[config.mk]
export PLATFORM = sky130hd
export DESIGN_NAME = dcache_ctrl_fsm
export DESIGN_NICKNAME = d
export VERILOG_FILES = /design/src/rtl/dcache_ctrl_fsm.sv
export SDC_FILE = /design/constraint.sdc
export NUM_CORES = 1
export LEC_CHECK = 0
export CAP_MARGIN = 20
export CORE_MARGIN = 2
export CORE_UTILIZATION = 45
export DETAILED_ROUTE_END_ITERATION = 6
export DONT_BUFFER_PORTS = 1
export GPL_ROUTABILITY_DRIVEN = 0
export PLACE_DENSITY = 0.71
export SLEW_MARGIN = 25
export SYNTH_ARGS = -nofsm -noshare
export SYNTH_HDL_FRONTEND = slang
export SYNTH_SLANG_ARGS = --single-unit
[constraint.sdc]
create_clock -name clk_i -period 2.73 [get_ports clk_i]
set_clock_uncertainty 0.1 [all_clocks]
set_input_delay 0.546 -clock clk_i [delete_from_list [all_inputs] [get_ports clk_i]]
set_output_delay 0.546 -clock clk_i [all_outputs]
set_load 0.05 [all_outputs]
[src/rtl/dcache_ctrl_fsm.sv]
// Control FSM for the set-associative data cache.
// Handles dirty-victim writeback and refill bursts, a frame-by-frame flush on
// halt, the final hit-count store and the sticky halt handshake.
module dcache_ctrl_fsm #(
  parameter int WORDS = 2,
  parameter int WAYS  = 2,
  parameter int SETS  = 8,
  localparam int OW = $clog2(WORDS),
  localparam int SW = $clog2(SETS),
  localparam int WW = (WAYS > 1) ? $clog2(WAYS) : 1
) (
  input  logic          clk_i,
  input  logic          rst_i,
  input  logic          dmemREN_i,
  input  logic          dmemWEN_i,
  input  logic          dhit_i,
  input  logic          victim_dirty_i,
  input  logic          frame_dirty_i,
  input  logic          flush_i,
  input  logic          dwait_i,
  output logic          dREN_o,
  output logic          dWEN_o,
  output logic [OW-1:0] word_off_o,
  output logic          wb_sel_o,
  output logic          fill_en_o,
  output logic          invalidate_o,
  output logic [SW-1:0] flush_set_o,
  output logic [WW-1:0] flush_way_o,
  output logic          flush_clean_o,
  output logic          hit_ct_en_o,
  output logic          hit_ct_store_o,
  output logic          busy_o,
  output logic          halt_o
);

  typedef enum logic [2:0] {
    IDLE, WB, FILL, FLSCAN, FLWB, CTSTORE, HALT
  } state_t;

  state_t        state_q, state_d;
  logic [OW-1:0] cnt_q, cnt_d;
  logic [SW-1:0] set_q, set_d;
  logic [WW-1:0] way_q, way_d;
  logic          retry_q, retry_d;
  logic          dren_q, dwen_q, wb_sel_q, store_q, busy_q, halt_q;

  logic req, last_beat, last_frame;

  assign req        = dmemREN_i | dmemWEN_i;
  assign last_beat  = (cnt_q == OW'(WORDS - 1)) & ~dwait_i;
  assign last_frame = (set_q == SW'(SETS - 1)) && (way_q == WW'(WAYS - 1));

  // Next-state, beat/pointer bookkeeping and the input-dependent strobes.
  always_comb begin
    state_d       = state_q;
    cnt_d         = cnt_q;
    set_d         = set_q;
    way_d         = way_q;
    retry_d       = retry_q;
    fill_en_o     = 1'b0;
    invalidate_o  = 1'b0;
    flush_clean_o = 1'b0;
    hit_ct_en_o   = 1'b0;

    // Beats only advance in the burst states, and only when memory accepts.
    if ((state_q == WB || state_q == FILL || state_q == FLWB) && !dwait_i)
      cnt_d = cnt_q + OW'(1);

    case (state_q)
      IDLE: begin
        // The replayed access right after a refill must not count as a hit.
        retry_d     = 1'b0;
        hit_ct_en_o = req & dhit_i & ~retry_q;
        if (req && !dhit_i)
          state_d = victim_dirty_i ? WB : FILL;
        else if (flush_i)
          state_d = FLSCAN;
      end
      WB: begin
        if (last_beat) begin
          invalidate_o = 1'b1;
          state_d      = FILL;
        end
      end
      FILL: begin
        fill_en_o = ~dwait_i;
        if (last_beat) begin
          retry_d = 1'b1;
          state_d = IDLE;
        end
      end
      FLSCAN: begin
        if (frame_dirty_i)
          state_d = FLWB;
        else if (last_frame)
          state_d = CTSTORE;
        else if (set_q == SW'(SETS - 1)) begin
          set_d = '0;
          way_d = way_q + WW'(1);
        end else
          set_d = set_q + SW'(1);
      end
      FLWB: begin
        if (last_beat) begin
          flush_clean_o = 1'b1;
          if (last_frame)
            state_d = CTSTORE;
          else begin
            state_d = FLSCAN;
            if (set_q == SW'(SETS - 1)) begin
              set_d = '0;
              way_d = way_q + WW'(1);
            end else
              set_d = set_q + SW'(1);
          end
        end
      end
      CTSTORE: begin
        if (!dwait_i)
          state_d = HALT;
      end
      HALT: state_d = HALT;
      default: state_d = IDLE;
    endcase
  end

  // State registers plus the state-decoded outputs, registered from the next state.
  always_ff @(posedge clk_i or posedge rst_i) begin
    if (rst_i) begin
      state_q  <= IDLE;
      cnt_q    <= '0;
      set_q    <= '0;
      way_q    <= '0;
      retry_q  <= 1'b0;
      dren_q   <= 1'b0;
      dwen_q   <= 1'b0;
      wb_sel_q <= 1'b0;
      store_q  <= 1'b0;
      busy_q   <= 1'b0;
      halt_q   <= 1'b0;
    end else begin
      state_q  <= state_d;
      cnt_q    <= cnt_d;
      set_q    <= set_d;
      way_q    <= way_d;
      retry_q  <= retry_d;
      dren_q   <= (state_d == FILL);
      dwen_q   <= (state_d == WB) || (state_d == FLWB) || (state_d == CTSTORE);
      wb_sel_q <= (state_d == WB) || (state_d == FLWB);
      store_q  <= (state_d == CTSTORE);
      busy_q   <= !((state_d == IDLE) || (state_d == HALT));
      halt_q   <= (state_d == HALT);
    end
  end

  assign dREN_o         = dren_q;
  assign dWEN_o         = dwen_q;
  assign wb_sel_o       = wb_sel_q;
  assign hit_ct_store_o = store_q;
  assign busy_o         = busy_q;
  assign halt_o         = halt_q;
  assign word_off_o     = cnt_q;
  assign flush_set_o    = set_q;
  assign flush_way_o    = way_q;

endmodule
== Yosys cells after proc, flatten, opt, wreduce, memory -nomap -nowiden ==
Cells that the tools add are included.

* Register bits: 15
* Bits of input ports: 9
* Logic and storage cells: 80

* $add $sub $neg: 3
* Equal/unequal tests: 15
* Multiplexer cells: 28
* Bitwise operators: 6
* Reduce and logical (&&, ||, !) cells: 17

{| class="wikitable"
|+ Operators with widths
! kind !! number
|-
| 3-bit 2-to-1 mux || 13
|-
| 3-bit == test, second input constant || 7
|-
| 3-bit case mux with 7 select lines || 1
|-
| 1-bit 2-to-1 mux || 10
|-
| 3-bit by 2-bit == test with 1-bit output, second input constant || 3
|-
| 3-bit by 1-bit == test with 1-bit output, second input constant || 2
|-
| 3-bit zero test || 2
|-
| 2-bit inequality test, second input constant || 3
|-
| 3-bit case mux with 2 select lines || 1
|-
| 1-bit logical OR || 5
|-
| 1-bit case mux with 2 select lines || 2
|-
| 2-bit nonzero test || 2
|-
| 3-bit by 1-bit adder with 3-bit output, second input constant || 1
|-
| 1-bit bitwise AND || 3
|-
| 1-bit logical AND || 3
|-
| 1-bit zero test || 3
|-
| 3-bit AND reduction || 1
|-
| 1-bit adder, second input constant || 2
|-
| 2-bit 2-to-1 mux || 1
|-
| 1-bit inverter || 2
|-
| 2-bit AND reduction || 1
|-
| 1-bit bitwise OR || 1
|}

== Logic depth before layout (Yosys ltp) ==
Gate-level depths: netlist of the first run.

* Word-level depth: 8
* Depth in mapped cells: 7

== Worst setup path before layout of the first run ==
Ideal clock, no wire load.

* Kind: input to output
* From: input port dwait_i
* To: output port fill_en_o
* Arrival: 2.358 ns
* Data required time: 2.084 ns
* Path slack: -0.274 ns
* Cell stages on the path: 2
* Cells stage by stage: buf_2 nor4b_1

* Cells in the longest elaborated chain, start to end: 2

{| class="wikitable"
|+ Ends and longest elaborated chain
! what !! RTL line !! RTL
|-
| from (decl) || 20 || <nowiki>input logic dwait_i,</nowiki>
|-
| 1-bit inverter || 86 || <nowiki>fill_en_o = ~dwait_i;</nowiki>
|-
| 1-bit 2-to-1 mux || 69 || <nowiki>case (state_q)</nowiki>
|-
| to (decl) || 25 || <nowiki>output logic fill_en_o,</nowiki>
|}

No other way between the ends.

== Worst setup path in the final report of the first run ==
* From: register state_q[0]
* To: output port hit_ct_en_o

* Cells in the longest elaborated chain, start to end: 2

{| class="wikitable"
|+ Ends and longest elaborated chain
! what !! RTL line !! RTL
|-
| from (decl) || 40 || <nowiki>state_t state_q, state_d;</nowiki>
|-
| from (signal assigned) || 142 || <nowiki>state_q <= state_d;</nowiki>
|-
| 3-bit zero test || 69 ||
|-
| 1-bit 2-to-1 mux || 69 ||
|-
| to (decl) || 30 || <nowiki>output logic hit_ct_en_o,</nowiki>
|}

No other way between the ends.

==> impl_results.md, run 1 <==
* EDFF count, synth at 0
* Synthesized Nets at 89
* Slew Viols, Final at 0
* H-tree depth at 1
* CTS Buf Count at 3
* Worst-margin pin slew at approximately 0.56 ns
* 1st-pass router iterations at 4
* Initial antenna violation count at 0
* RSZ-0062 raised after global routing: no
* Synth-to-layout area growth at 10.8%
* Post-synthesis cell count at 78
* Via count at 599
* Cell Area, Synth at 868 um^2
* Share of cells above drive strength 1 at 0.282
* Crit path max fanout at 15
* Final TNS setup at 0 ns
* Min Tclk post-route at 2.51 ns
* Status: finished, final reports clean
* Die W at between 40 and 50 um
* WS Path Type: register to output pin
* Inserted Diodes at 0
* Ys flop type: dfrtp_1
* Final setup violating endpoints at 0
* Syn_area_per_cell at between 10 and 15 um^2
* Placed Area at a little over 900 um^2
* Vias in the first global route at ~530
* Fmax at 398 MHz
* Period utilization at 0.921
* Clock sinks at 15
* Fin cells at between 100 and 150
* Slew HR at 0.625
* Place WS at 0.508 ns
* Post-CTS resize count at 0
* Overall routed net length at 1500 um
* Io pins at 24
* MaxCap Viol Count at 0
* Synth warn at 0
* CP startpoint kind: register
* Clock Latency Late Sink at 0.28 ns
* I/O Buffers at 0
* Core Area at 0.00176 mm^2
* Root Buffer: clkbuf_4
* NumNets Final at 97
* Final Hold Viols at 0
* Post-CTS setup buffer count at 0
* Global route overflow at 0
* WL/cell at 13.6 um
* CTS tree: done
* Cts hold-fix bufs at 0
* Initial drt markers at 3
* CTS clk-pin slew, worst paths at 0.09 ns
* Std-Cell Rows at 15
* Synth cell types at 42
* Post-route cell area at 962 um^2
* Total GRT Usage at 0.151
* DP HPWL at ~1100 um
* ANT nets after route at 0
* First-pass GRT wire length at ~2400 um
* # DRC at 0
* Worst Path Required at 2.08 ns
* Die area at 0.00230 mm^2
* Type of the most critical hold path: primary input to async pin
* Sequential cell area fraction in the yosys report at 0.432
* Vias per Instance at approximately 5.4
* Data arrival time of the critical path at 1.87 ns
* Flops & latches, synth at 15
* Die Y at 47.9 um
* Crit. End Element: output pin
* Placed insts at 106
* Starting density of the core at 0.492
* Largest net degree at the start of global routing at 16
* Max Buffers Root-to-Sink at 2
* Async set-reset flop share out of synthesis at 1.00
* Fin worst setup slack at 0.216 ns
## cell usage after synthesis, types with 2 or more instances
library cell	number	area share
dfrtp_1	15	0.43
nor2_1	7	0.030
inv_1	6	0.026
nor3b_1	3	0.026
a21oi_1	2	0.012
a21oi_2	2	0.020
buf_6	2	0.026
ha_1	2	0.029
mux2i_1	2	0.023
nand2_1	2	0.0086
nor4_1	2	0.014
nor4b_2	2	0.035
o21bai_1	2	0.017
## layout by cell type (no fill, tap or decap), types with 2 or more instances in the layout
cell type	netlist	routed
nor3b_1	3	3
inv_1	6	6
nor2_1	7	7
nor4b_2	2	3
nand2_1	2	2
buf_4	1	7
ha_1	2	2
a21oi_1	2	2
dfrtp_1	15	15
mux2i_1	2	2
a21oi_2	2	2
clkbuf_4	0	3
o21bai_1	2	2
## critical path, cell delays in order (launching register included)
cell and delay, ns:
dfrtp_1 0.59, nor3_1 0.43, nor4bb_2 0.34, buf_4 0.24
## per-layer routing
metal	global-route usage	share of wire
met1	0.209	0.48
met2	0.216	0.45
met3	0.0604	0.071
met4	0.0486	0.0040
met5	0	0
## path summary, 6_finish.rpt
| kind | from | to | slack (ns) | cells past startpoint |
|---|---|---|---|---|
| max | state_q[0]$_DFF_PP0_ | hit_ct_en_o | 0.22 | 3 |
| min | rst_i | halt_o$_DFF_PP0_ | 0.09 | 1 |
| max reg2reg | flush_set_o[2]$_DFFE_PP0P_ | busy_o$_DFF_PP0_ | 0.67 | 6 |
| min reg2reg | retry_q$_DFFE_PP0P_ | retry_q$_DFFE_PP0P_ | 0.43 | 2 |
| max in group asynchronous | rst_i | hit_ct_store_o$_DFF_PP0_ | 2.06 | 1 |
| min in group clk_i | dwait_i | retry_q$_DFFE_PP0P_ | 0.36 | 3 |
## stage by stage
stage	utilization	hold WS (ns)
final	0.545	0.0931
after global routing	0.545	0.145
after CTS	0.545	0.103
after detailed placement	0.530	0.419
after global placement	0.530	0.413
after floorplan	-	0.347
## sequential cells by signal, summed over array words and instances (netlist names)
signal and flops:
retry_q 1, hit_ct_store_o 1, dWEN_o 1, word_off_o 1, state_q 3, busy_o 1, flush_set_o 3, dREN_o 1
halt_o 1, flush_way_o 1, wb_sel_o 1
## logic make-up after synthesis
| family | share of synthesized area |
|---|---|
| AOI/OAI and AO/OA | 0.183 |
| xor gates and xnor gates | 0.0202 |
| adders and majority gates | 0.0288 |
| buffers and inverters | 0.0663 |
| DFF | 0.432 |
| muxes | 0.0663 |
| and+or+nand+nor | 0.203 |
## layout make-up
cell class | count | area [um^2]
Fill cell | 170 | 802
Multi-Input combinational cell | 53 | 454
Sequential cell | 15 | 375
Timing Repair Buffer | 7 | 52.6
Tap cell | 25 | 31.3
Clock buffer | 4 | 26.3
Inverter | 6 | 22.5
Power of run 1 is left out: the tool's default activity adds up to more than one toggle a clock period on the data nets, which glitch-free logic cannot reach.
==> run 2, diff against run 1 <==
--- a/config.mk
+++ b/config.mk
@@ -11,7 +11,9 @@
 export DETAILED_ROUTE_END_ITERATION = 6
 export DONT_BUFFER_PORTS = 1
 export GPL_ROUTABILITY_DRIVEN = 0
+export GPL_TIMING_DRIVEN = 0
 export PLACE_DENSITY = 0.71
+export SKIP_LAST_GASP = 1
 export SLEW_MARGIN = 25
 export SYNTH_ARGS = -nofsm -noshare
 export SYNTH_HDL_FRONTEND = slang
==> impl_results.md, run 2 (synthesis gave the netlist of run 1 again) <==
* Inserted Diodes at 0
* Post-CTS setup buffer count at 0
* Io pins at 24
* MaxCap Viol Count at 0
* ANT nets after route at 0
* RSZ-0062 raised after global routing: no
* Type of the most critical hold path: primary input to async pin
* # DRC at 0
* Slew Viols, Final at 0
* Data arrival time of the critical path at 1.92 ns
* Share of cells above drive strength 1 at 0.268
* CTS Buf Count at 3
* Worst-margin pin slew at 0.737 ns
* Std-Cell Rows at 15
* Global route overflow at 0
* Vias in the first global route at 545
* Cts hold-fix bufs at 0
* Clock Latency Late Sink at slightly below 0.3 ns
* CP Capture Point: flush_clean_o
* Synth-to-layout area growth at 12.2%
* FF-to-FF setup slack at 0.53 ns
* DP HPWL at 1120 um
* CTS tree: done
* FF-to-FF path depth at 7
* Final TNS setup at 0 ns
* Worst r2r dst: busy_o$_DFF_PP0_
* Commonest cells after routing, fill and taps aside: dfrtp_1, nor2_1, inv_1, nor3b_1, clkbuf_4
* Initial drt markers at 2
* Die area at ~0.0023 mm^2
* Critical Path Source: word_off_o$_DFFE_PP0P_
* Final setup violating endpoints at 0
* CTS clk-pin slew, worst paths at 0.09 ns
* WS Path Type: register to output pin
* Total GRT Usage at 0.157
* H-tree depth at 1
* Die W at 47.9 um
* Fmax at a little under 400 MHz
* Min Tclk post-route at 2.56 ns
* Commonest non-fill, non-tap cell in the layout: dfrtp_1
* Initial antenna violation count at 0
* Via count at 600
* NumNets Final at 94
* Final Hold Viols at 0
* WL/cell at 14.1 um
* Starting density of the core at 0.492
* Period utilization at 0.938
* Status: finished, final reports clean
* Root Buffer: clkbuf_4
* 1st-pass router iterations at 4
* Vias per Instance at 5.61
* Overall routed net length at 1510 um
* Crit path max fanout at 8
* Crit. End Element: output pin
* Core Area at between 0.0015 and 0.002 mm^2
* Slew HR at 0.508
* Die Y at 47.9 um
* FF-to-FF Start: flush_set_o[0]$_DFFE_PP0P_
* Max Buffers Root-to-Sink at 2
* I/O Buffers at 0
* Clock sinks at 15
* Largest net degree at the start of global routing at 16
* First-pass GRT wire length at 2340 um
* CP startpoint kind: register
* Worst hold slack at 0.0850 ns
* Post-CTS resize count at 0
* Worst Path Required at 2.08 ns
-- run 2: changes by cell type in the layout (fill, tap and decap cells not counted), sizes merged --
cell	change
buf	-3
clkbuf	-1
clkinvlp	+1
-- run 2: metal layers --
layer,track usage,share of wire,vias to the layer above
li1,-,-,293
met1,0.193,0.45,293
met2,0.229,0.49,14
met3,0.0943,0.061,0
met4,0.0486,0,0
met5,0,0,-
-- run 2: cell type report --
class | count | area (um^2)
fill | 163 | 790
inverter | 6 | 22.5
multi-input combinational | 53 | 480
buffer | 4 | 35.0
clock buffer | 3 | 22.5
tap | 25 | 31.3
sequential | 15 | 375
clock inverter | 1 | 7.51
-- run 2: through the flow --
stage	worst slack, ns	cell area (um^2)	util	instances
2_1_floorplan	0.293	887	-	78
4_1_cts	0.113	975	0.552	107
3_5_place_dp	0.448	945	0.535	103
3_3_place_gp	0.120	918	0.521	103
5_1_grt	0.0163	975	0.552	107
6_report	0.168	975	0.552	107
-- run 2: worst max-delay path, stage by stage (launching register included) --
cell,delay [ns]
dfrtp_1,0.75
nor4b_2,0.38
nand2_1,0.16
inv_1,0.34
-- run 2: worst min path at each step --
stage | slack (ns) | startpoint | to
final | 0.09 | rst_i | busy_o$_DFF_PP0_
after global routing | 0.13 | rst_i | dREN_o$_DFF_PP0_
after CTS | 0.09 | rst_i | wb_sel_o$_DFF_PP0_
after detailed placement | 0.42 | rst_i | dWEN_o$_DFF_PP0_
after global placement | 0.41 | rst_i | dWEN_o$_DFF_PP0_
after floorplan | 0.35 | rst_i | busy_o$_DFF_PP0_
Power of run 2 is left out for the same reason.
